$ cat src/rtl/pcs_pkg.sv
// Shared PCS definitions: 66b sync-header encodings, header width and the
// receive block-lock state enum.
package pcs_pkg;

  localparam int unsigned HDR_W = 2;

  localparam logic [HDR_W-1:0] SYNC_DATA = 2'b01;
  localparam logic [HDR_W-1:0] SYNC_CTRL = 2'b10;

  typedef enum logic [1:0] {
    ST_UNLOCKED  = 2'd0,
    ST_SLIP      = 2'd1,
    ST_SLIP_WAIT = 2'd2,
    ST_LOCKED    = 2'd3
  } block_lock_state_e;

  // Only the two transition patterns are legal sync headers.
  function automatic logic hdr_is_valid(input logic [HDR_W-1:0] hdr);
    return (hdr == SYNC_DATA) || (hdr == SYNC_CTRL);
  endfunction

  function automatic int unsigned max4(input int unsigned a, input int unsigned b,
                                       input int unsigned c, input int unsigned d);
    int unsigned m;
    m = a;
    if (b > m) m = b;
    if (c > m) m = c;
    if (d > m) m = d;
    return m;
  endfunction

endpackage

$ cat src/rtl/sat_counter.sv
// Saturating event counter used by the optional block-lock statistics
// (present only when PCS_BLOCK_LOCK_STATS_EN is defined).
`ifdef PCS_BLOCK_LOCK_STATS_EN
module sat_counter #(
  parameter int unsigned WIDTH = 16
) (
  input  logic             clk,
  input  logic             rst_n,
  input  logic             i_inc,
  output logic [WIDTH-1:0] o_count
);

  logic [WIDTH-1:0] count_q, count_d;

  always_comb begin
    count_d = count_q;
    if (i_inc && (count_q != {WIDTH{1'b1}})) count_d = count_q + 1'b1;
  end

  always_ff @(posedge clk or negedge rst_n) begin
    if (!rst_n) count_q <= '0;
    else        count_q <= count_d;
  end

  assign o_count = count_q;

endmodule
`endif

$ cat src/rtl/pcs_rx_block_lock.sv
// 64b/66b receive block-lock FSM: hunts for sync-header alignment with gearbox
// slips and monitors header errors once locked. Optional PCS_BLOCK_LOCK_STATS_EN.
module pcs_rx_block_lock
  import pcs_pkg::*;
#(
  parameter int unsigned LOCK_COUNT = 64,
  parameter int unsigned WINDOW     = 64,
  parameter int unsigned ERR_LIMIT  = 16,
  parameter int unsigned SLIP_WAIT  = 33
) (
  input  logic             i_xver_rxc,
  input  logic             i_rx_reset_n,
  input  logic [HDR_W-1:0] i_header,
  input  logic             i_header_valid,
  output logic             o_slip,
  output logic             o_block_lock
`ifdef PCS_BLOCK_LOCK_STATS_EN
  ,
  output logic [15:0]      o_slip_count,
  output logic [15:0]      o_lock_loss_count
`endif
);

  localparam int unsigned CNT_W = $clog2(max4(LOCK_COUNT, WINDOW, ERR_LIMIT, SLIP_WAIT)) + 1;
  typedef logic [CNT_W-1:0] cnt_t;

  localparam cnt_t LOCK_LIM = cnt_t'(LOCK_COUNT);
  localparam cnt_t WIN_LIM  = cnt_t'(WINDOW);
  localparam cnt_t ERR_LIM  = cnt_t'(ERR_LIMIT);
  localparam cnt_t WAIT_LIM = cnt_t'(SLIP_WAIT);

  block_lock_state_e state_q, state_d;
  cnt_t good_cnt_q, good_cnt_d;
  cnt_t wait_cnt_q, wait_cnt_d;
  cnt_t hdr_cnt_q,  hdr_cnt_d;
  cnt_t err_cnt_q,  err_cnt_d;
  logic slip_q, slip_d;
  logic lock_q, lock_d;

  logic hdr_ok;
  cnt_t good_inc, wait_inc, hdr_inc, err_inc;

  assign hdr_ok   = hdr_is_valid(i_header);
  assign good_inc = good_cnt_q + 1'b1;
  assign wait_inc = wait_cnt_q + 1'b1;
  assign hdr_inc  = hdr_cnt_q + 1'b1;
  assign err_inc  = err_cnt_q + {{(CNT_W-1){1'b0}}, ~hdr_ok};

  // NOTE: every signal gets its hold value before the case so no path infers a latch.
  always_comb begin
    state_d    = state_q;
    good_cnt_d = good_cnt_q;
    wait_cnt_d = wait_cnt_q;
    hdr_cnt_d  = hdr_cnt_q;
    err_cnt_d  = err_cnt_q;

    unique case (state_q)
      ST_UNLOCKED: begin
        if (i_header_valid) begin
          if (!hdr_ok) begin
            good_cnt_d = '0;
            state_d    = ST_SLIP;
          end else if (good_inc == LOCK_LIM) begin
            good_cnt_d = '0;
            hdr_cnt_d  = '0;
            err_cnt_d  = '0;
            state_d    = ST_LOCKED;
          end else begin
            good_cnt_d = good_inc;
          end
        end
      end

      // The slip pulse lasts one cycle whether or not a header arrives.
      ST_SLIP: begin
        wait_cnt_d = '0;
        state_d    = ST_SLIP_WAIT;
      end

      ST_SLIP_WAIT: begin
        if (i_header_valid) begin
          if (wait_inc == WAIT_LIM) begin
            wait_cnt_d = '0;
            good_cnt_d = '0;
            state_d    = ST_UNLOCKED;
          end else begin
            wait_cnt_d = wait_inc;
          end
        end
      end

      // Error limit is tested first so a window boundary cannot hide loss of lock.
      ST_LOCKED: begin
        if (i_header_valid) begin
          if (err_inc == ERR_LIM) begin
            hdr_cnt_d = '0;
            err_cnt_d = '0;
            state_d   = ST_SLIP;
          end else if (hdr_inc == WIN_LIM) begin
            hdr_cnt_d = '0;
            err_cnt_d = '0;
          end else begin
            hdr_cnt_d = hdr_inc;
            err_cnt_d = err_inc;
          end
        end
      end

      default: state_d = ST_UNLOCKED;
    endcase

    slip_d = (state_d == ST_SLIP);
    lock_d = (state_d == ST_LOCKED);
  end

  // NOTE: sequential state uses non-blocking assignments so all flops update together.
  always_ff @(posedge i_xver_rxc or negedge i_rx_reset_n) begin
    if (!i_rx_reset_n) begin
      state_q    <= ST_UNLOCKED;
      good_cnt_q <= '0;
      wait_cnt_q <= '0;
      hdr_cnt_q  <= '0;
      err_cnt_q  <= '0;
      slip_q     <= 1'b0;
      lock_q     <= 1'b0;
    end else begin
      state_q    <= state_d;
      good_cnt_q <= good_cnt_d;
      wait_cnt_q <= wait_cnt_d;
      hdr_cnt_q  <= hdr_cnt_d;
      err_cnt_q  <= err_cnt_d;
      slip_q     <= slip_d;
      lock_q     <= lock_d;
    end
  end

  assign o_slip       = slip_q;
  assign o_block_lock = lock_q;

`ifdef PCS_BLOCK_LOCK_STATS_EN
  logic lock_loss;
  assign lock_loss = (state_q == ST_LOCKED) && (state_d == ST_SLIP);

  sat_counter #(.WIDTH(16)) u_slip_cnt (
    .clk     (i_xver_rxc),
    .rst_n   (i_rx_reset_n),
    .i_inc   (slip_d),
    .o_count (o_slip_count)
  );

  sat_counter #(.WIDTH(16)) u_lock_loss_cnt (
    .clk     (i_xver_rxc),
    .rst_n   (i_rx_reset_n),
    .i_inc   (lock_loss),
    .o_count (o_lock_loss_count)
  );
`endif

endmodule

$ cat config.mk
export PLATFORM = sky130hd
export DESIGN_NAME = pcs_rx_block_lock
export DESIGN_NICKNAME = d
export VERILOG_FILES = /design/src/rtl/pcs_pkg.sv /design/src/rtl/sat_counter.sv /design/src/rtl/pcs_rx_block_lock.sv
export SDC_FILE = /design/constraint.sdc
export NUM_CORES = 1
export LEC_CHECK = 0
export ABC_AREA = 1
export ABC_CLOCK_PERIOD_IN_PS = 4750
export CORE_ASPECT_RATIO = 1.1
export CORE_UTILIZATION = 55
export CTS_CLUSTER_DIAMETER = 80
export DETAILED_ROUTE_END_ITERATION = 7
export HOLD_SLACK_MARGIN = 0.1
export PLACE_DENSITY = 0.74
export SYNTH_ARGS = -nofsm -noshare
export SYNTH_HDL_FRONTEND = slang
export SYNTH_SLANG_ARGS = --single-unit
$ cat constraint.sdc
create_clock -name i_xver_rxc -period 4.75 [get_ports i_xver_rxc]
set_clock_uncertainty 0.15 [all_clocks]
set_input_delay 0.7125 -clock i_xver_rxc [delete_from_list [all_inputs] [get_ports i_xver_rxc]]
set_output_delay 0.7125 -clock i_xver_rxc [all_outputs]
set_load 0.05 [all_outputs]
==> results of run 1 <==
## worst min-delay path by stage
stage                   end  slack [ps]
2_1_floorplan  err_cnt_q[0]         270
3_3_place_gp   hdr_cnt_q[6]         340
3_5_place_dp   hdr_cnt_q[6]         340
4_1_cts        hdr_cnt_q[6]         360
5_1_grt        hdr_cnt_q[6]         390
6_report       hdr_cnt_q[6]         360
## final cells by class
cell class              count  area, um2  area share, %
clock buffers               7       65.1           3.16
inverters                  40        150           7.29
multi-input cells         191        932           45.3
flip-flops and latches     32        801           38.9
well taps                  34       42.5           2.07
repair buffers              7       67.6           3.28
## cell usage in the layout, fill, tap and decap left out, types with 5 or more instances in the layout
cell | synthesis | final
o21ai_1 | 5 | 5
o21ai_0 | 18 | 18
clkbuf_4 | 0 | 5
nor2_1 | 26 | 26
ha_1 | 6 | 6
nand4_1 | 9 | 9
nand2_1 | 82 | 82
dfrtp_1 | 32 | 32
nand3_1 | 20 | 20
inv_1 | 39 | 39
clkdlybuf4s50_1 | 0 | 6
## layer usage
layer,vias to the layer above,wire (um)
met1,739,1820
met2,17,1510
met5,-,0
met4,0,66
met3,6,85
li1,869,-
## worst max-delay path, delay by kind of cell
kind	cells	cell delay (ps)
and+or+nand+nor	11	1380
adders and majority gates	2	500
buffers and inverters	5	710
## power by group
part	leakage (nW)	switching, mW	total [mW]	internal (mW)
logic	0.599	0.266	0.415	0.149
clock network	0.0374	0.0882	0.172	0.0838
registers	0.396	0.0939	0.459	0.365
## logic make-up after synthesis
logic type      count (synthesis)
buf+inv                        41
flops                          32
compound gates                 31
fa+ha+maj                       6
simple gates                  149
xor+xnor                        5
## per-stage QoR
stage          instance area [um2]  std cells  hold WS, ps
2_1_floorplan                 1890        264          267
3_3_place_gp                  1990        304          336
4_1_cts                       2060        311          362
5_1_grt                       2060        311          390
6_report                      2060        311          358
3_5_place_dp                  1990        304          342
## state kept, by name, summed over array words and instances (netlist names)
register      count
wait_cnt_q        7
o_block_lock      1
state_q           2
o_slip            1
err_cnt_q         7
hdr_cnt_q         7
good_cnt_q        7
==> reports/metrics.csv, run 1 <==
metric,value,unit
status,finished with violations,
failed_checks,design-rule violations,
fillCellCount,295,
tightestPinTransition,532,ps
drv_slew,0,
synth_top_area_cell,dfrtp_1,
fp.coreArea,3150,um2
critPathCapture,hdr_cnt_q[0],
ys_top_cells_by_area,"dfrtp_1 (42%), nand2_1 (16%), inv_1 (7.7%)",
whs_path_depth,2,
cp_cell_sequence,"clkdlybuf4s50_1, inv_1, or2_2, nand2_1, inv_1, ha_1, ha_1, or2_2, nor2_1, nand2_1, nor2_1, nand3_1, nand2_1, inv_1, nand2_1, nand2_1, nand2_1, inv_1",
critPathKind,in2reg,
gr-usage-all-layers,22.5,%
peakVddDrop,0.293,mV
cts_sinks,32,
crit_top_cell,nand2_1,
postCtsSetupBuffers,0,
postCtsHoldBufs,0,
clk_pin_slew_worst_paths,90,ps
cp-start-kind,input pin,
busiest_layer,met2,
first_global_vias,1483,
fin_ws,1520,ps
finalPower,1.05,mW
powerDensity,508,nW/um2
dp.final_hpwl,2590,um
ff2ff_path_depth,13,
syn_inst,264,
synth_top_cells_by_count,"nand2_1 (82), inv_1 (39), dfrtp_1 (32)",
fmax,310,MHz
grt_remaining_overflow,0,
cts_buffer_depth,2,
r2r_start,err_cnt_q[0],
cp-end-kind,flip-flop,
die_h,63.6,um
synth_edf_count,0,
rows,21,
synth_nets,275,
drv_cap,0,
met2_usage,33.5,%
die_width,58.0,um
vias,1631,
io_pins,7,
synth_top_cell_area_share,42.3,%
leakage,1.03,nW
synth_top_family_by_area,simple AND/OR/NAND/NOR gates,
place_congestion,0.852,
yosysMostFrequentCell,nand2_1,
drc_errors,1,
synth.area.mux_share,0,%
grtUsageMet3,4.93,%
synthSimpleGateAreaFrac,33.7,%
synth-compound-area-share,9.25,%
r2r_setup_slack,2380,ps
setup_violations,0,
crit_start,i_header[0],
ys_seq_area_share,42.3,%
antenna_cells,0,
cts-root-buf,clkbuf_4,
start_util,60.1,%
pre_cts_slack,1170,ps
grt.met1_usage,30.5,%
utilization,65.3,%
synth_warnings,0,
syn_to_final_growth,8.65,%
period_share,68.0,%
hold_viol_final,0,
min_period,3230,ps
drive_above_1_share,6.86,%
async_flop_share,100,%
htreeDepth,2,
yosysUniqueCellTypes,24,
hp-class,reg2reg,
grt_max_degree,33,
clock_latency,330,ps
slew_headroom,64.1,%
dieArea,3680,um2
rsz0062_at_grt,false,
r2r-end,hdr_cnt_q[0],
drt_wl_total,3480,um
required,4840,ps
cts-resized-gates,0,
path_max_fanout,6,
syn_area_per_cell,7.18,um2
numCtsBuffers,5,
wire_per_inst,11.2,um
ys_ff_latch,32,
cp_slowest_cell,clkdlybuf4s50_1,
yosys.area_share.adder,3.96,%
drtIter0Drc,71,
grt_antenna_before_repair,0,
route.antenna.remaining_nets,0,
via_per_inst,5.24,
cts_tree,yes,
hp-start,hdr_cnt_q[6],
ys.flop_type,dfrtp_1,
fin_nets,288,
place.port_buffers,6,
arrival,3320,ps
synth_area,1890,um2
cp_slowest_stage_delay,450,ps
grt_pass1_wl,6280,um
synth_xor_area_share,2.31,%
drt-pass1-iter-count,6,
fin_setup_tns,0,ps
Note: power is estimated with default switching activity, not from simulation.
==> run 2: changes to the inputs <==
- ABC_CLOCK_PERIOD_IN_PS: 4750 -> 2840
- CORE_UTILIZATION: 55 -> 54
- PLACE_DENSITY: 0.74 -> 0.76
- clock period: 4.75 -> 2.84 ns (I/O delays scaled with it)
==> run 2 against run 1 <==
  * Largest power group unchanged
  * Final area increased by 4.3%
  * Register-to-register slack worse by 1700 ps
  * The flow now finishes without violations
  * Critical path type unchanged
  * First-iteration DRC count increased by 1.4%
==> reports/metrics.csv, run 2 (same netlist as run 1, synthesis figures left out) <==
metric,value,unit,change
cp_slowest_cell,clkdlybuf4s50_1,,
drc_errors,0,,-1
pre_cts_slack,-342,ps,-1510 ps
dp.final_hpwl,2790,um,+7.6%
wire_per_inst,11.3,um,+0.61%
setup_violations,0,,unchanged
cts-root-buf,clkbuf_4,,
leakage,1.06,nW,+2.4%
p_int,1.01,mW,+68%
clk_pin_slew_worst_paths,100,ps,about the same
first_global_vias,1567,,+5.7%
slew_headroom,63.3,%,-0.87 points
utilization,64.5,%,-0.81 points
hp-class,in2async,,
drtIter0Drc,72,,+1.4%
final_common_cell,nand2_1,,
htreeDepth,2,,unchanged
period_share,94.9,%,
postCtsSetupBuffers,0,,unchanged
cts_sinks,32,,unchanged
drt-pass1-iter-count,4,,-2
start_util,56.9,%,-3.2 points
fin_nets,295,,+2.4%
antenna_cells,0,,unchanged
die_width,58.5,um,+0.89%
via_per_inst,5.02,,-4.3%
p_comb_share,41.3,%,+1.6 points
mostFrequentLayoutCells,"nand2_1 (79), inv_1 (38), dfrtp_1 (32), nor2_1 (25), nand3_1 (20)",,
hold_viol_final,0,,unchanged
arrival,2770,ps,-550 ps
rows,22,,+4.8%
place.port_buffers,6,,unchanged
cp-end-kind,flip-flop,,
fin_ws,145,ps,-1370 ps
min_period,2690,ps,
drv_slew,0,,unchanged
pwr-share-clk,15.2,%,-1.2 points
peakVddDrop,0.542,mV,+85%
tightestPinTransition,545,ps,+13.0 ps
required,2910,ps,-1930 ps
grt_antenna_before_repair,0,,unchanged
critPathKind,in2reg,,
holdWs,326,ps,-32.6 ps
place_congestion,0.842,,-1.2%
cts_tree,yes,,
powerDensity,828,nW/um2,+63%
io_pins,7,,unchanged
clock_latency,330,ps,about the same
vias,1671,,+2.5%
crit_top_cell,nor2_1,,
grt_remaining_overflow,0,,unchanged
drive_above_1_share,11.2,%,+4.4 points
fmax,371,MHz,
status,completed,,
drt_wl_total,3750,um,+7.7%
syn_to_final_growth,13.3,%,
switching_share,43.3,%,+0.52 points
numCtsBuffers,5,,unchanged
grt_pass1_wl,6510,um,+3.6%
cp-start-kind,input pin,,
cp_cell_sequence,"clkdlybuf4s50_1, inv_1, or2_2, nand2_2, inv_1, ha_2, ha_4, or2_2, nor2_1, nand2_1, nor2_1, nand3_1, buf_4, nor2_2, nor2_1, nand2_1, nor2_1",,
die_h,64.1,um,+0.90%
grt_max_degree,33,,unchanged
fp.coreArea,3330,um2,+5.6%
gr-usage-all-layers,22.9,%,+0.36 points
power.switching,0.771,mW,+72%
dieArea,3750,um2,+1.8%
cts_buffer_depth,2,,unchanged
route.antenna.remaining_nets,0,,unchanged
seq_power_share,43.5,%,-0.4 points
cp_slowest_stage_delay,460,ps,about the same
drv_cap,0,,unchanged
path_max_fanout,2,,-4
## run 2: changes by cell type in the layout (fill, tap and decap cells not counted), sizes merged
cell	previous run	this run
buf	1	8
clkbuf	7	8
## run 2: power groups by stage
stage	Clock [mW]	Combinational, mW	Sequential, mW
after floorplan	0	0.535	0.760
after global placement	0	0.698	0.771
after detailed placement	0	0.714	0.775
after CTS	0.278	0.721	0.768
after global routing	0.291	0.851	0.797
final	0.271	0.734	0.774
## run 2: worst max-delay path, delay by kind of cell
| family | cells | cell delay, ps |
|---|---|---|
| and+or+nand+nor | 11 | 1220 |
| buffers and inverters | 4 | 700 |
| adders and majority gates | 2 | 400 |
## run 2: routing by layer
layer  share of wire, %  wire, um  track usage, %  vias to the layer above
li1                   -         -               -                      879
met1                 46      1730            27.3                      761
met2                 49      1830            38.8                       23
met3                3.3       124            5.87                        8
met4                1.8        68            9.23                        0
met5                  0         0               0                        -
## run 2: repair_timing
item / CTS / global route
hold buffers: 0 / 0
gates resized for setup: 2 / 5
pin swaps: 0 / 2
setup endpoints to repair: 1 / 14
## run 2: final timing paths
kind                              start             to  slack [ps]  cells past startpoint
max                         i_header[0]   o_block_lock         150                     17
min                        i_rx_reset_n   hdr_cnt_q[5]         330                      2
max reg2reg                err_cnt_q[0]   o_block_lock         730                     12
min reg2reg                err_cnt_q[0]   err_cnt_q[0]         360                      2
max in group asynchronous  i_rx_reset_n  good_cnt_q[5]        1910                      2
min in group i_xver_rxc    err_cnt_q[0]   err_cnt_q[0]         360                      2
## run 2: final cells by class
class | instances | area [um2]
well taps | 48 | 60.1
repair buffers | 14 | 120
multi-input cells | 191 | 957
flip-flops and latches | 32 | 801
inverters | 40 | 150
fillers | 312 | 1180
clock buffers | 8 | 58.8
## run 2: through the flow
stage               instance area (um2)  TNS, ps  total power, mW  instances
floorplan                          1890        0             1.30        264
global placement                   2060    -2450             1.47        325
detailed placement                 2060    -3960             1.49        325
CTS                                2120        0             1.77        333
global route                       2150    -1.22             1.94        333
finish                             2150        0             1.78        333
